## src/rtl/bp_be_dcache_pkg.sv

```systemverilog
// Shared types for the D$ packet arbiter: SRAM channel select encoding and helpers.
package bp_be_dcache_pkg;

  typedef enum logic [1:0] {
    e_sram_sel_data = 2'b00,
    e_sram_sel_tag  = 2'b01,
    e_sram_sel_stat = 2'b10
  } bp_be_dcache_sram_sel_e;

  localparam int unsigned lce_chan_num_lp = 3;

  // One-hot channel grant {stat, tag, data} to the SRAM select encoding.
  function automatic bp_be_dcache_sram_sel_e onehot_to_sel(input logic [2:0] oh);
    bp_be_dcache_sram_sel_e sel;
    sel = e_sram_sel_data;
    if (oh[1]) sel = e_sram_sel_tag;
    if (oh[2]) sel = e_sram_sel_stat;
    return sel;
  endfunction

endpackage

```

## src/rtl/bp_be_rr_arb3.sv

```systemverilog
// Three-requester round-robin arbiter. The pointer names the requester with
// highest priority next time; it advances past the winner whenever a grant
// is actually issued (en_i with at least one request).
module bp_be_rr_arb3
  import bp_be_dcache_pkg::*;
(
  input  logic       clk_i,
  input  logic       reset_n_i,
  input  logic       en_i,
  input  logic [2:0] req_i,
  output logic [2:0] grant_o
);

  logic [1:0] ptr_q, ptr_d;
  logic [2:0] pick;
  logic [1:0] win;

  // Pick the first requester at or after the pointer, wrapping data->tag->stat.
  always_comb begin
    pick = '0;
    win  = ptr_q;
    for (int i = lce_chan_num_lp - 1; i >= 0; i--) begin
      int idx;
      idx = (int'(ptr_q) + i) % lce_chan_num_lp;
      if (req_i[idx]) begin
        pick      = '0;
        pick[idx] = 1'b1;
        win       = 2'(idx);
      end
    end
    grant_o = en_i ? pick : 3'b000;
    ptr_d   = ptr_q;
    if (en_i && (|req_i)) ptr_d = (win == 2'd2) ? 2'd0 : win + 2'd1;
  end

  // Pointer register; reset points at the data channel.
  always_ff @(posedge clk_i or negedge reset_n_i) begin
    if (!reset_n_i) ptr_q <= 2'd0;
    else            ptr_q <= ptr_d;
  end

endmodule

```

## src/rtl/bp_be_dcache_pkt_arbiter.sv

```systemverilog
// Shares the single D$ SRAM slot between the BE pipe and the three LCE packet
// channels. The pipe has priority until an LCE packet has waited starve_limit_p
// cycles; read data returns the cycle after a grant and is held per channel.
module bp_be_dcache_pkt_arbiter
  import bp_be_dcache_pkg::*;
#(
  parameter int data_pkt_width_p = 100,
  parameter int tag_pkt_width_p  = 40,
  parameter int stat_pkt_width_p = 16,
  parameter int block_width_p    = 512,
  parameter int ptag_width_p     = 28,
  parameter int stat_width_p     = 15,
  parameter int starve_limit_p   = 16,
  localparam int pkt_max0_lp     = (data_pkt_width_p > tag_pkt_width_p) ? data_pkt_width_p : tag_pkt_width_p,
  localparam int pkt_width_lp    = (pkt_max0_lp > stat_pkt_width_p) ? pkt_max0_lp : stat_pkt_width_p
) (
  input  logic                        clk_i,
  input  logic                        reset_n_i,
  input  logic                        data_mem_pkt_v_i,
  input  logic [data_pkt_width_p-1:0] data_mem_pkt_i,
  output logic                        data_mem_pkt_yumi_o,
  output logic [block_width_p-1:0]    data_mem_o,
  input  logic                        tag_mem_pkt_v_i,
  input  logic [tag_pkt_width_p-1:0]  tag_mem_pkt_i,
  output logic                        tag_mem_pkt_yumi_o,
  output logic [ptag_width_p-1:0]     tag_mem_o,
  input  logic                        stat_mem_pkt_v_i,
  input  logic [stat_pkt_width_p-1:0] stat_mem_pkt_i,
  output logic                        stat_mem_pkt_yumi_o,
  output logic [stat_width_p-1:0]     stat_mem_o,
  input  logic                        pipe_req_v_i,
  output logic                        pipe_stall_o,
  output logic                        sram_v_o,
  output logic [1:0]                  sram_sel_o,
  output logic [pkt_width_lp-1:0]     sram_pkt_o,
  input  logic [block_width_p-1:0]    sram_rdata_i
);

  localparam int cnt_w_lp = $clog2(starve_limit_p + 1);

  logic [2:0]             lce_req, grant;
  logic                   lce_v, lce_go;
  logic [cnt_w_lp-1:0]    starve_cnt_q, starve_cnt_d;
  logic                   rd_v_q, rd_v_d;
  bp_be_dcache_sram_sel_e rd_sel_q, rd_sel_d, win_sel;
  logic [block_width_p-1:0] data_hold_q, data_hold_d;
  logic [ptag_width_p-1:0]  tag_hold_q, tag_hold_d;
  logic [stat_width_p-1:0]  stat_hold_q, stat_hold_d;

  assign lce_req = {stat_mem_pkt_v_i, tag_mem_pkt_v_i, data_mem_pkt_v_i};
  assign lce_v   = |lce_req;
  // Gated by reset so every output is quiet while reset is held.
  assign lce_go  = reset_n_i & lce_v
                 & (~pipe_req_v_i | (starve_cnt_q == cnt_w_lp'(starve_limit_p)));
  assign pipe_stall_o = pipe_req_v_i & lce_go;

  bp_be_rr_arb3 u_arb (
    .clk_i     (clk_i),
    .reset_n_i (reset_n_i),
    .en_i      (lce_go),
    .req_i     (lce_req),
    .grant_o   (grant)
  );

  assign data_mem_pkt_yumi_o = grant[0];
  assign tag_mem_pkt_yumi_o  = grant[1];
  assign stat_mem_pkt_yumi_o = grant[2];
  assign win_sel             = onehot_to_sel(grant);
  assign sram_v_o            = lce_go;
  assign sram_sel_o          = lce_go ? win_sel : e_sram_sel_data;

  // Route the winning packet to the SRAM, zero-extended to the widest packet.
  always_comb begin
    sram_pkt_o = '0;
    unique case (grant)
      3'b001:  sram_pkt_o[data_pkt_width_p-1:0] = data_mem_pkt_i;
      3'b010:  sram_pkt_o[tag_pkt_width_p-1:0]  = tag_mem_pkt_i;
      3'b100:  sram_pkt_o[stat_pkt_width_p-1:0] = stat_mem_pkt_i;
      default: sram_pkt_o = '0;
    endcase
  end

  // Starvation counter: cleared on an LCE grant, counts cycles an LCE waits behind the pipe.
  always_comb begin
    starve_cnt_d = starve_cnt_q;
    if (lce_go)
      starve_cnt_d = '0;
    else if (lce_v && pipe_req_v_i && (starve_cnt_q != cnt_w_lp'(starve_limit_p)))
      starve_cnt_d = starve_cnt_q + 1'b1;
  end

  // Read response: bypass SRAM data to the channel granted last cycle, else show the hold value.
  always_comb begin
    rd_v_d     = lce_go;
    rd_sel_d   = win_sel;
    data_mem_o = data_hold_q;
    tag_mem_o  = tag_hold_q;
    stat_mem_o = stat_hold_q;
    if (rd_v_q) begin
      unique case (rd_sel_q)
        e_sram_sel_data: data_mem_o = sram_rdata_i;
        e_sram_sel_tag:  tag_mem_o  = sram_rdata_i[ptag_width_p-1:0];
        e_sram_sel_stat: stat_mem_o = sram_rdata_i[stat_width_p-1:0];
        default: ;
      endcase
    end
    data_hold_d = data_mem_o;
    tag_hold_d  = tag_mem_o;
    stat_hold_d = stat_mem_o;
  end

  // State registers; reset drops any read in flight and clears the hold values.
  always_ff @(posedge clk_i or negedge reset_n_i) begin
    if (!reset_n_i) begin
      starve_cnt_q <= '0;
      rd_v_q       <= 1'b0;
      rd_sel_q     <= e_sram_sel_data;
      data_hold_q  <= '0;
      tag_hold_q   <= '0;
      stat_hold_q  <= '0;
    end else begin
      starve_cnt_q <= starve_cnt_d;
      rd_v_q       <= rd_v_d;
      rd_sel_q     <= rd_sel_d;
      data_hold_q  <= data_hold_d;
      tag_hold_q   <= tag_hold_d;
      stat_hold_q  <= stat_hold_d;
    end
  end

endmodule
```

## config.mk

```make
export PLATFORM = sky130hd
export DESIGN_NAME = bp_be_dcache_pkt_arbiter
export DESIGN_NICKNAME = d
export VERILOG_FILES = /design/src/rtl/bp_be_dcache_pkg.sv /design/src/rtl/bp_be_rr_arb3.sv /design/src/rtl/bp_be_dcache_pkt_arbiter.sv
export SDC_FILE = /design/constraint.sdc
export NUM_CORES = 1
export LEC_CHECK = 0
export CAP_MARGIN = 20
export CORE_AREA = 5 5 518 520
export DETAILED_ROUTE_END_ITERATION = 8
export DIE_AREA = 0 0 523 525
export HOLD_SLACK_MARGIN = 0.1
export PLACE_DENSITY = 0.3
export SETUP_SLACK_MARGIN = 0.1
export SLEW_MARGIN = 20
export SYNTH_ARGS = -nofsm -noshare
export SYNTH_HDL_FRONTEND = slang
export SYNTH_SLANG_ARGS = --single-unit
```

## constraint.sdc

```tcl
create_clock -name clk_i -period 2.9 [get_ports clk_i]
set_clock_uncertainty 0.2 [all_clocks]
set_input_delay 0.58 -clock clk_i [delete_from_list [all_inputs] [get_ports clk_i]]
set_output_delay 0.58 -clock clk_i [all_outputs]
set_load 0.01 [all_outputs]
```

# [After elaboration in Yosys (flattened, before gate mapping)]
# Index checks and enable logic that the tools add are counted.
[op_classes] muxes=37 order_cmp=6 div_mod_pow=3 n_eq_ne=8 n_bitwise=5 n_mul=0 n_shift=0 n_addsub=4 reduce_logical=9
[ops] cell="2-to-1 mux 512 bit" count=2
[ops] cell="greater-or-equal comparator 32 x 1 -> 1 bit, second input constant" count=3
[ops] cell="less-than comparator 32 x 4 -> 1 bit, second input constant" count=3
[ops] cell="modulo 32 x 2 -> 32 bit, second input constant" count=2
[ops] cell="2-to-1 mux 60 bit" count=1
[ops] cell="2-to-1 mux 28 bit" count=2
[ops] cell="case mux 16 bit (3 select lines)" count=1
[ops] cell="case mux 24 bit (2 select lines)" count=1
[ops] cell="modulo 2 x 2 -> 32 bit, second input constant" count=1
[ops] cell="2-to-1 mux 15 bit" count=2
[ops] cell="2-to-1 mux 2 bit" count=6
[ops] cell="2-to-1 mux 3 bit" count=4
[ops] cell="2-to-1 mux 1 bit" count=10
[ops] cell="2-to-1 mux 5 bit" count=2
[ops] cell="binary-select mux 1 bit (select 2 bit)" count=3
[ops] cell="demux 1 bit (select 2 bit)" count=3
[ops] cell="logical AND 1 bit" count=6
[ops] cell="adder 5 x 1 -> 5 bit, second input constant" count=1
[ops] cell="== test 5 bit, second input constant" count=1
[ops] cell="!= test 5 bit, second input constant" count=1
[ops] cell="== test 2 bit, second input constant" count=2
[ops] cell="adder 2 x 1 -> 3 bit, second input constant" count=1
[ops] cell="adder 2 x 2 -> 3 bit, second input constant" count=1
[ops] cell="bitwise AND 1 bit" count=3
[ops] cell="10 further kinds" count=10
[word_totals] ramBits=0 mem_bits_ro=0 n_memories=0 input_bits=674 elab_cells=79 out_inout_bits=662 register_bits=565 latchBits=0

# [Longest topological paths before layout]
# Gate-level depths: netlist (run 1).
[depth] depth_word=13 ltp_mapped=12 ltp_nobuf=10

# [Cells and area by module]
# Synthesis (run 1) repeated with hierarchy kept, for this count alone.
[unflattened] cells_unflattened=1427 hier_area_um2=22684.3
[modules_own_cells] module="bp_be_dcache_pkt_arbiter" instances=1 cells_each=1368 area_per_inst_um2=22192.5 seq_area_each_um2=14088.5
[modules_own_cells] module="bp_be_rr_arb3" instances=1 cells_each=59 area_per_inst_um2=491.7 seq_area_each_um2=50.0

# [Worst setup path before layout (run 1)]
# Ideal clock, no wire load.
[synth_path] kind="register -> output" from="register u_arb.ptr_q[0]" to="output port sram_pkt_o[11]" path_stages_with_launch=11 required_time_ns=2.120 arrival_time_ns=2.183 path_slack_ns=-0.063 n_path_buf=2 path_cell_list="dfrtp_1 -> inv_1 -> ha_1 -> buf_4 -> nor4b_2 -> o211ai_1 -> o31ai_4 -> inv_2 -> clkbuf_1 -> nand3_1 -> o211ai_1"
[synth_via] elab_chain_len=12 word_cells_on_any_way=37 classes_between="add/sub (2); div (3); order compare (6); eq/ne (3); mux (20); reduce/logical (3)"
[synth_lines] item="start: declaration" line="bp_be_rr_arb3.sv:14" text="logic [1:0] ptr_q, ptr_d;"
[synth_lines] item="start signal: assignment" line="bp_be_rr_arb3.sv:39" text="else ptr_q <= ptr_d;"
[synth_lines] item="adder 2 x 2 -> 3 bit" line="bp_be_rr_arb3.sv:24" text="idx = (int'(ptr_q) + i) % lce_chan_num_lp;"
[synth_lines] item="modulo 32 x 2 -> 32 bit" line="bp_be_rr_arb3.sv:24"
[synth_lines] item="greater-or-equal comparator 32 x 1 -> 1 bit (implied by the code) / less-than comparator 32 x 4 -> 1 bit (equally long branches)" line="bp_be_rr_arb3.sv:27" text="pick[idx] = 1'b1;"
[synth_lines] item="logical AND 1 bit (implied by the code)" line="bp_be_rr_arb3.sv:27"
[synth_lines] item="2-to-1 mux 1 bit (implied by the code)" line="bp_be_rr_arb3.sv:27"
[synth_lines] item="demux 1 bit (select 2 bit)"
[synth_lines] item="2-to-1 mux 3 bit (2 in series)" line="bp_be_rr_arb3.sv:25" text="if (req_i[idx]) begin"
[synth_lines] item="2-to-1 mux 3 bit (*)" line="bp_be_rr_arb3.sv:25"
[synth_lines] item="2-to-1 mux 3 bit (*)" line="bp_be_rr_arb3.sv:31" text="grant_o = en_i ? pick : 3'b000;"
[synth_lines] item="== test 3 bit (tied with other cells)" line="bp_be_dcache_pkt_arbiter.sv:75" text="unique case (grant)"
[synth_lines] item="case mux 16 bit (3 select lines) (*)" line="bp_be_dcache_pkt_arbiter.sv:75"
[synth_lines] item="end: declaration" line="bp_be_dcache_pkt_arbiter.sv:35" text="output logic [pkt_width_lp-1:0] sram_pkt_o,"
# Every way passes the cells marked *; elsewhere a longest branch is shown, timed or not. The select of a mux whose other input is x is not followed.

# [Worst setup path in the final report (run 1)]
[layout_path] from="register u_arb.ptr_q[1]" to="output port sram_pkt_o[17]"
[layout_via] elab_chain_len=12 word_cells_on_any_way=36 classes_between="add/sub (2); div (3); order compare (6); eq/ne (2); mux (20); reduce/logical (3)"
[layout_lines] item="adder 2 x 2 -> 3 bit" line="bp_be_rr_arb3.sv:24"
[layout_lines] item="modulo 32 x 2 -> 32 bit" line="bp_be_rr_arb3.sv:24"
[layout_lines] item="greater-or-equal comparator 32 x 1 -> 1 bit (implied by the code) / less-than comparator 32 x 4 -> 1 bit (equally long branches)" line="bp_be_rr_arb3.sv:27"
[layout_lines] item="logical AND 1 bit (implied by the code)" line="bp_be_rr_arb3.sv:27"
[layout_lines] item="2-to-1 mux 1 bit (implied by the code)" line="bp_be_rr_arb3.sv:27"
[layout_lines] item="demux 1 bit (select 2 bit)"
[layout_lines] item="2-to-1 mux 3 bit (2 in series)" line="bp_be_rr_arb3.sv:25"
[layout_lines] item="2-to-1 mux 3 bit (*)" line="bp_be_rr_arb3.sv:25"
[layout_lines] item="2-to-1 mux 3 bit (*)" line="bp_be_rr_arb3.sv:31"
[layout_lines] item="== test 3 x 2 -> 1 bit / == test 3 x 1 -> 1 bit (equally long branches)" line="bp_be_dcache_pkt_arbiter.sv:75"
[layout_lines] item="case mux 24 bit (2 select lines) (*)" line="bp_be_dcache_pkt_arbiter.sv:75"
# Marked as above.

==> metrics, run 1 <==
critical path arrival ~3.2 ns; max frequency between 0.2 and 0.25 GHz; Mapped Nets 2165; Simple-Gate Fraction of Synth Area 4.19%; violated checks negative setup slack; vias in the first global route between 20000 and 25000; TritonCTS buffer count 86; CTS HTree Levels 3; FF/Latch Area approximately 14000 um^2; PD cells around 820 nW/um^2; WP data required between 2 and 2.5 ns; wire per inst about 29 um; post-route antenna net violation count 0; Synth top area share about 62%; Final setup violation count 662; Residual DRC 0; io pins 1336; FF+latch count, synth 565; antenna violations before repair around 220; total power 40.3 mW; global-route wire length before repair ~250000 um; register area share after synthesis a little over three fifths; setup ws final -1.10 ns; post-DP HPWL 167000 um; DRT iter0 DRCs ~780; slew margin rel. 39.6%; Global Route Usage Sum between 10% and 20%; adder-cell share of the synthesized area less than 1%; Hold WC Path Type input pin to register; CORE AREA 264000 um^2; Synth area leaders dfrtp_1 62%, mux2_2 28%, and3_1 1.7%; status complete, but fails checks; nets@finish between 3000 and 4000; Reg2Reg Launch Point u_arb.ptr_q[1]$_DFFE_PN0P_; vias post-DR between 20000 and 25000; CP Max Fanout 8; clk sinks between 500 and 600; share of layout cells above drive strength 1 between 50% and 60%; placed inst area 41200 um^2; peak supply drop 0.439 mV; Worst Max-Slew Pin Slew 0.906 ns; Post-Syn Area 22600 um^2; Max Buffers Root-to-Sink 3; fin crit period about 4.0 ns; die height 525 um; CP Class register to primary output; Netlist cell types slightly below 50; Pins Over Slew Limit 0; area of the multi-input gates 9400 um^2; Hold Crit Start reset_n_i; largest net degree at the start of global routing roughly 140; CTS tree done; chip width 523 um; clock slew at reported path FFs approximately 0.050 ns; xor and xnor area share after synthesis less than 1%; commonest cells after routing, fill and taps aside 751 x clkdlybuf4s50_1, 565 x dfrtp_1, 425 x buf_4; vias per cell between 3 and 4; post-synthesis cell count around 1500; Worst Setup SP u_arb.ptr_q[1]$_DFFE_PN0P_; compound-gate portion of the synthesized area under 10%; Final Hold Fails 0; fin crit share 138%; GRT overflow 0; syn avg cell area about 15 um^2; Yosys warning total 0; First-pass DRT Iterations 4; most common cell after layout, fill and taps aside clkdlybuf4s50_1; DIE AREA 275000 um^2; Final GP Congestion a little over 0.8; Total Wirelength roughly 200000 um; FP Rows between 150 and 200; Fin Setup TNS -422.45 ns; Clock Tree Root clkbuf_16; RSZ-0062 raised after global routing yes; CP Launch Type register; maxcap violations 0; cell leakage power 21.0 nW; hold_ws 0.250 ns; Buffers on Ports approximately 1300; mux contribution to synthesized area 27.8%; Synth-to-Final Area Change 117%; placed cells around 6400; clk_lat worst skew between 0.6 and 0.7 ns; Starting Density 8.59%; Worst setup EP type primary output; main combinational cell family by area after synthesis multiplexers; Design Area, Final 49100 um^2; fin cells between 6000 and 7000; Filler cells 28904; largest area contributor in the netlist dfrtp_1
## final cells by class
cell class,instances,share of cell area (%)
timing repair buffer,1785,36.6
sequential,565,28.8
multi-input combinational,800,19.1
tap,3533,9.00
clock buffer,125,5.05
clock inverter,30,1.05
inverter,24,0.188
antenna,33,0.168
## synthesized netlist by cell type (all sizes together)
cell type  number
nand3b          6
a21boi          2
nor2b           1
nand2           8
and3           62
and4bb          1
a22o            1
nand4bb         1
and2            6
a41oi           1
ha              5
nand3          36
mux2i           4
nand4           2
or2             1
a211oi          1
o211ai         16
xnor2           1
a21oi           5
clkbuf         24
o21bai          2
inv            24
a2111oi         1
a2bb2oi         1
nor4b           1
a32oi          24
mux2          555
nand2b          5
nor3            1
nor2           36
o221ai          1
o31ai           3
nor3b           1
o21ai           5
xor2            3
dfrtp         565
buf            73
o21a            1
## through the flow
| stage | utilization (%) | setup slack, ns |
|---|---|---|
| 5_1_grt | 18.6 | -1.32 |
| 3_5_place_dp | 15.6 | -1.21 |
| 4_1_cts | 17.3 | -1.20 |
| 3_3_place_gp | 15.6 | -1.21 |
| 6_report | 18.6 | -1.10 |
| 2_1_floorplan | - | 0.103 |
## where the power goes
group / switching, mW / total, mW / leakage [nW] / internal, mW
Combinational: 8.61 / 18.1 / 12.9 / 9.51
Sequential: 0.582 / 10.9 / 6.63 / 10.3
Clock: 4.55 / 11.3 / 1.46 / 6.78
## registers in the layout (all words and copies together) (netlist names)
| register | count |
|---|---|
| rd_sel_q | 2 |
| rd_v_q | 1 |
| stat_hold_q | 15 |
| u_arb.ptr_q | 2 |
| starve_cnt_q | 5 |
| tag_hold_q | 28 |
| data_hold_q | 512 |
## layer usage
metal	wire, um	GRT usage (%)	vias up
met2	96500	23.4	1152
li1	-	-	8925
met5	1110	0	-
met1	70900	13.8	10306
met3	29200	9.54	445
met4	5100	2.76	170
## path summary, 6_finish.rpt
check	slack, ns	cells past startpoint	endpoint
worst max-delay path	-1.10	13	sram_pkt_o[17]
worst min-delay path	0.25	4	u_arb.ptr_q[0]$_DFFE_PN0P_
worst max register to register	0.19	14	rd_sel_q[0]$_DFF_PN0_
worst min register to register	0.29	1	data_hold_q[511]$_DFF_PN0_
max in group asynchronous	0.47	5	data_hold_q[389]$_DFF_PN0_
min in group asynchronous	0.59	4	data_hold_q[305]$_DFF_PN0_
## cell families (layout without fill, tap and decap cells)
group	count (synthesis)	count (layout)
flops	565	565
mux	559	559
simple gates	168	168
buf+inv	121	1964
compound gates	64	64
fa+ha+maj	5	5
xor+xnor	4	4
other cells	0	33
## what timing repair did
item | 4_1_cts | 5_1_grt
hold buffers | 1 | 0
endpoints found under the hold margin | 221 | 0
endpoints found under the setup margin | 662 | 662
pin swaps | 42 | 73
gates resized for setup | 705 | 1408
cloned | 16 | 24
buffers inserted | 56 | 225
## critical path, stage by stage, from the launching register on
cell and delay, ns:
dfrtp_1 0.41, ha_4 0.28, buf_6 0.13, and2_4 0.16
a2111oi_4 0.32, o211ai_2 0.14, buf_4 0.16, a21oi_4 0.15
buf_12 0.16, buf_16 0.14, a32oi_1 0.09, buf_4 0.17
nor2_4 0.11, buf_6 0.11
Power figures use the tool's default switching activity.
==> run 2: changes to the inputs <==
--- a/constraint.sdc
+++ b/constraint.sdc
@@ -3,3 +3,3 @@
 set_input_delay 0.58 -clock clk_i [delete_from_list [all_inputs] [get_ports clk_i]]
 set_output_delay 0.58 -clock clk_i [all_outputs]
-set_load 0.01 [all_outputs]
+set_load 0.02 [all_outputs]
==> metrics, run 2 (synthesis results as in run 1) <==
DIE AREA about 270000 um^2; WL met3 26400 um; PD cells around 850 nW/um^2; chip width approximately 520 um; maxcap violations 0; sw frac 36.4%; antenna violations before repair slightly below 200; post-DP HPWL between 150000 and 200000 um; CORE AREA around 260000 um^2; clock slew at reported path FFs approximately 0.050 ns; violated checks negative setup slack; Crit. path cell count 12; met2 wire length about 94000 um; DRT iter0 DRCs 795; peak supply drop between 0.3 and 0.4 mV; CP top delay family buffers and inverters; largest net degree at the start of global routing around 140; CTS tree done; Critical R2R Capture rd_sel_q[0]$_DFF_PN0_; die height ~530 um; CP max stage delay 0.41 ns; io pins about 1300; share of layout cells above drive strength 1 between 50 and 60%; nets@finish just under 4000; Residual DRC 0; Clock power frac between 20% and 30%; max layer used met5; Worst R2R Path Depth 13; fin crit period roughly 4 ns; WL met1 about 72000 um; most common cell after layout, fill and taps aside clkdlybuf4s50_1; status complete, but fails checks; global-route wire length before repair 248000 um; registers with the most flip-flops data_hold_q x512, tag_hold_q x28, stat_hold_q x15; hold_ws slightly below 0.3 ns; Final Hold Fails 0; RSZ-0062 raised after global routing yes; TritonCTS buffer count 87; CP Max Fanout 6; critical path's slowest cell a2111oi_4; post-route antenna net violation count 0; Fin Setup TNS -392.47 ns; wire per inst ~29 um; Design Area, Final 52400 um^2; CP Class register to primary output; Worst setup EP type primary output; First-pass DRT Iterations 4; placed inst area around 41000 um^2; Worst path most repeated cell buf_12; Final setup violation count between 600 and 700; clk sinks around 570; Starting Density ~8.6%; vias in the first global route 22607; Global Route Usage Sum about 14%; NetSw ~16 mW; Hold Crit Start data_hold_q[7]$_DFF_PN0_; Reg2Reg Launch Point u_arb.ptr_q[0]$_DFFE_PN0P_; Hold WC Path Type register to register; Pins Over Slew Limit 0; Gate power share 50.9%; total power ~45 mW; WP data required ~2.1 ns; Max Buffers Root-to-Sink 3; Worst Setup SP u_arb.ptr_q[0]$_DFFE_PN0P_; FP Rows 189; Final GP Congestion between 0.8 and 0.9; max reg flops approximately 510; Clock Tree Root clkbuf_16; Buffers on Ports about 1300; CTS HTree Levels 3; max frequency around 0.25 GHz; Critical Path, Cell by Cell buf_4, ha_4, buf_6, a2111oi_4, o211ai_4, and4bb_4, buf_12, buf_12, buf_16, buf_12, and3_4, buf_6; GRT overflow 0; fin crit share 138%; cell leakage power between 20 and 25 nW; critical path arrival ~3.2 ns; vias per cell around 3.0; Total Wirelength 199000 um; Filler cells ~28000; worst path bufs/invs 7; slew margin rel. 22.0%; CP Capture Point sram_pkt_o[52]; Register-to-Register Setup Slack around 0.29 ns; register name with the most flops data_hold_q; Synth-to-Final Area Change 132%; vias post-DR around 21000; CP Launch Type register; commonest cells after routing, fill and taps aside 691 x clkdlybuf4s50_1, 563 x dfrtp_1, 518 x buf_6; sequential share of power roughly a quarter; Power Internal around 28 mW; fin util 19.9%; Worst Max-Slew Pin Slew approximately 1.2 ns; setup ws final -1.11 ns; clk_lat worst skew roughly 0.67 ns
-- run 2: worst min path at each step --
stage	endpoint	slack, ns	cells past startpoint
final	data_hold_q[7]$_DFF_PN0_	0.29	1
after global routing	data_hold_q[384]$_DFF_PN0_	0.22	2
after CTS	data_hold_q[386]$_DFF_PN0_	0.17	2
after detailed placement	data_hold_q[125]$_DFF_PN0_	0.28	1
after global placement	data_hold_q[155]$_DFF_PN0_	0.28	1
after floorplan	data_hold_q[0]$_DFF_PN0_	0.08	0
-- run 2: stage by stage --
| step | setup WS [ns] | cells |
|---|---|---|
| after floorplan | 0.0353 | 1486 |
| after global placement | -1.23 | 6391 |
| after detailed placement | -1.26 | 6391 |
| after CTS | -1.27 | 6807 |
| after global routing | -1.26 | 6901 |
| final | -1.11 | 6945 |
-- run 2: what timing repair did --
action,4_1_cts,5_1_grt
gates resized for setup,2776,477
hold endpoints to repair,277,0
endpoints found under the setup margin,662,781
gates cloned,54,9
hold buffers,1,0
pin swaps,31,18
buffers inserted,204,86
-- run 2: cell type report --
type / count / area [um^2] / share of cell area, %
timing repair buffer: 1816 / 20500 / 39.2
antenna: 50 / 125 / 0.239
multi-input combinational: 800 / 10200 / 19.4
clock inverter: 29 / 369 / 0.704
inverter: 24 / 97.6 / 0.186
tap: 3533 / 4420 / 8.43
sequential: 565 / 14100 / 27.0
clock buffer: 128 / 2550 / 4.87
-- run 2: power groups by stage --
stage	Sequential, mW	Clock [mW]	Combinational [mW]
finish	10.9	11.0	22.7
global route	11.1	11.9	23.8
CTS	10.9	11.7	21.6
detailed placement	11.0	0	18.1
global placement	10.9	0	18.2
floorplan	10.8	0	8.03
-- run 2: routing by layer --
layer | global-route usage, % | vias up
met2 | 23.2 | 1128
li1 | - | 9014
met3 | 7.91 | 389
met5 | 0 | -
met4 | 3.84 | 126
met1 | 14.7 | 10506
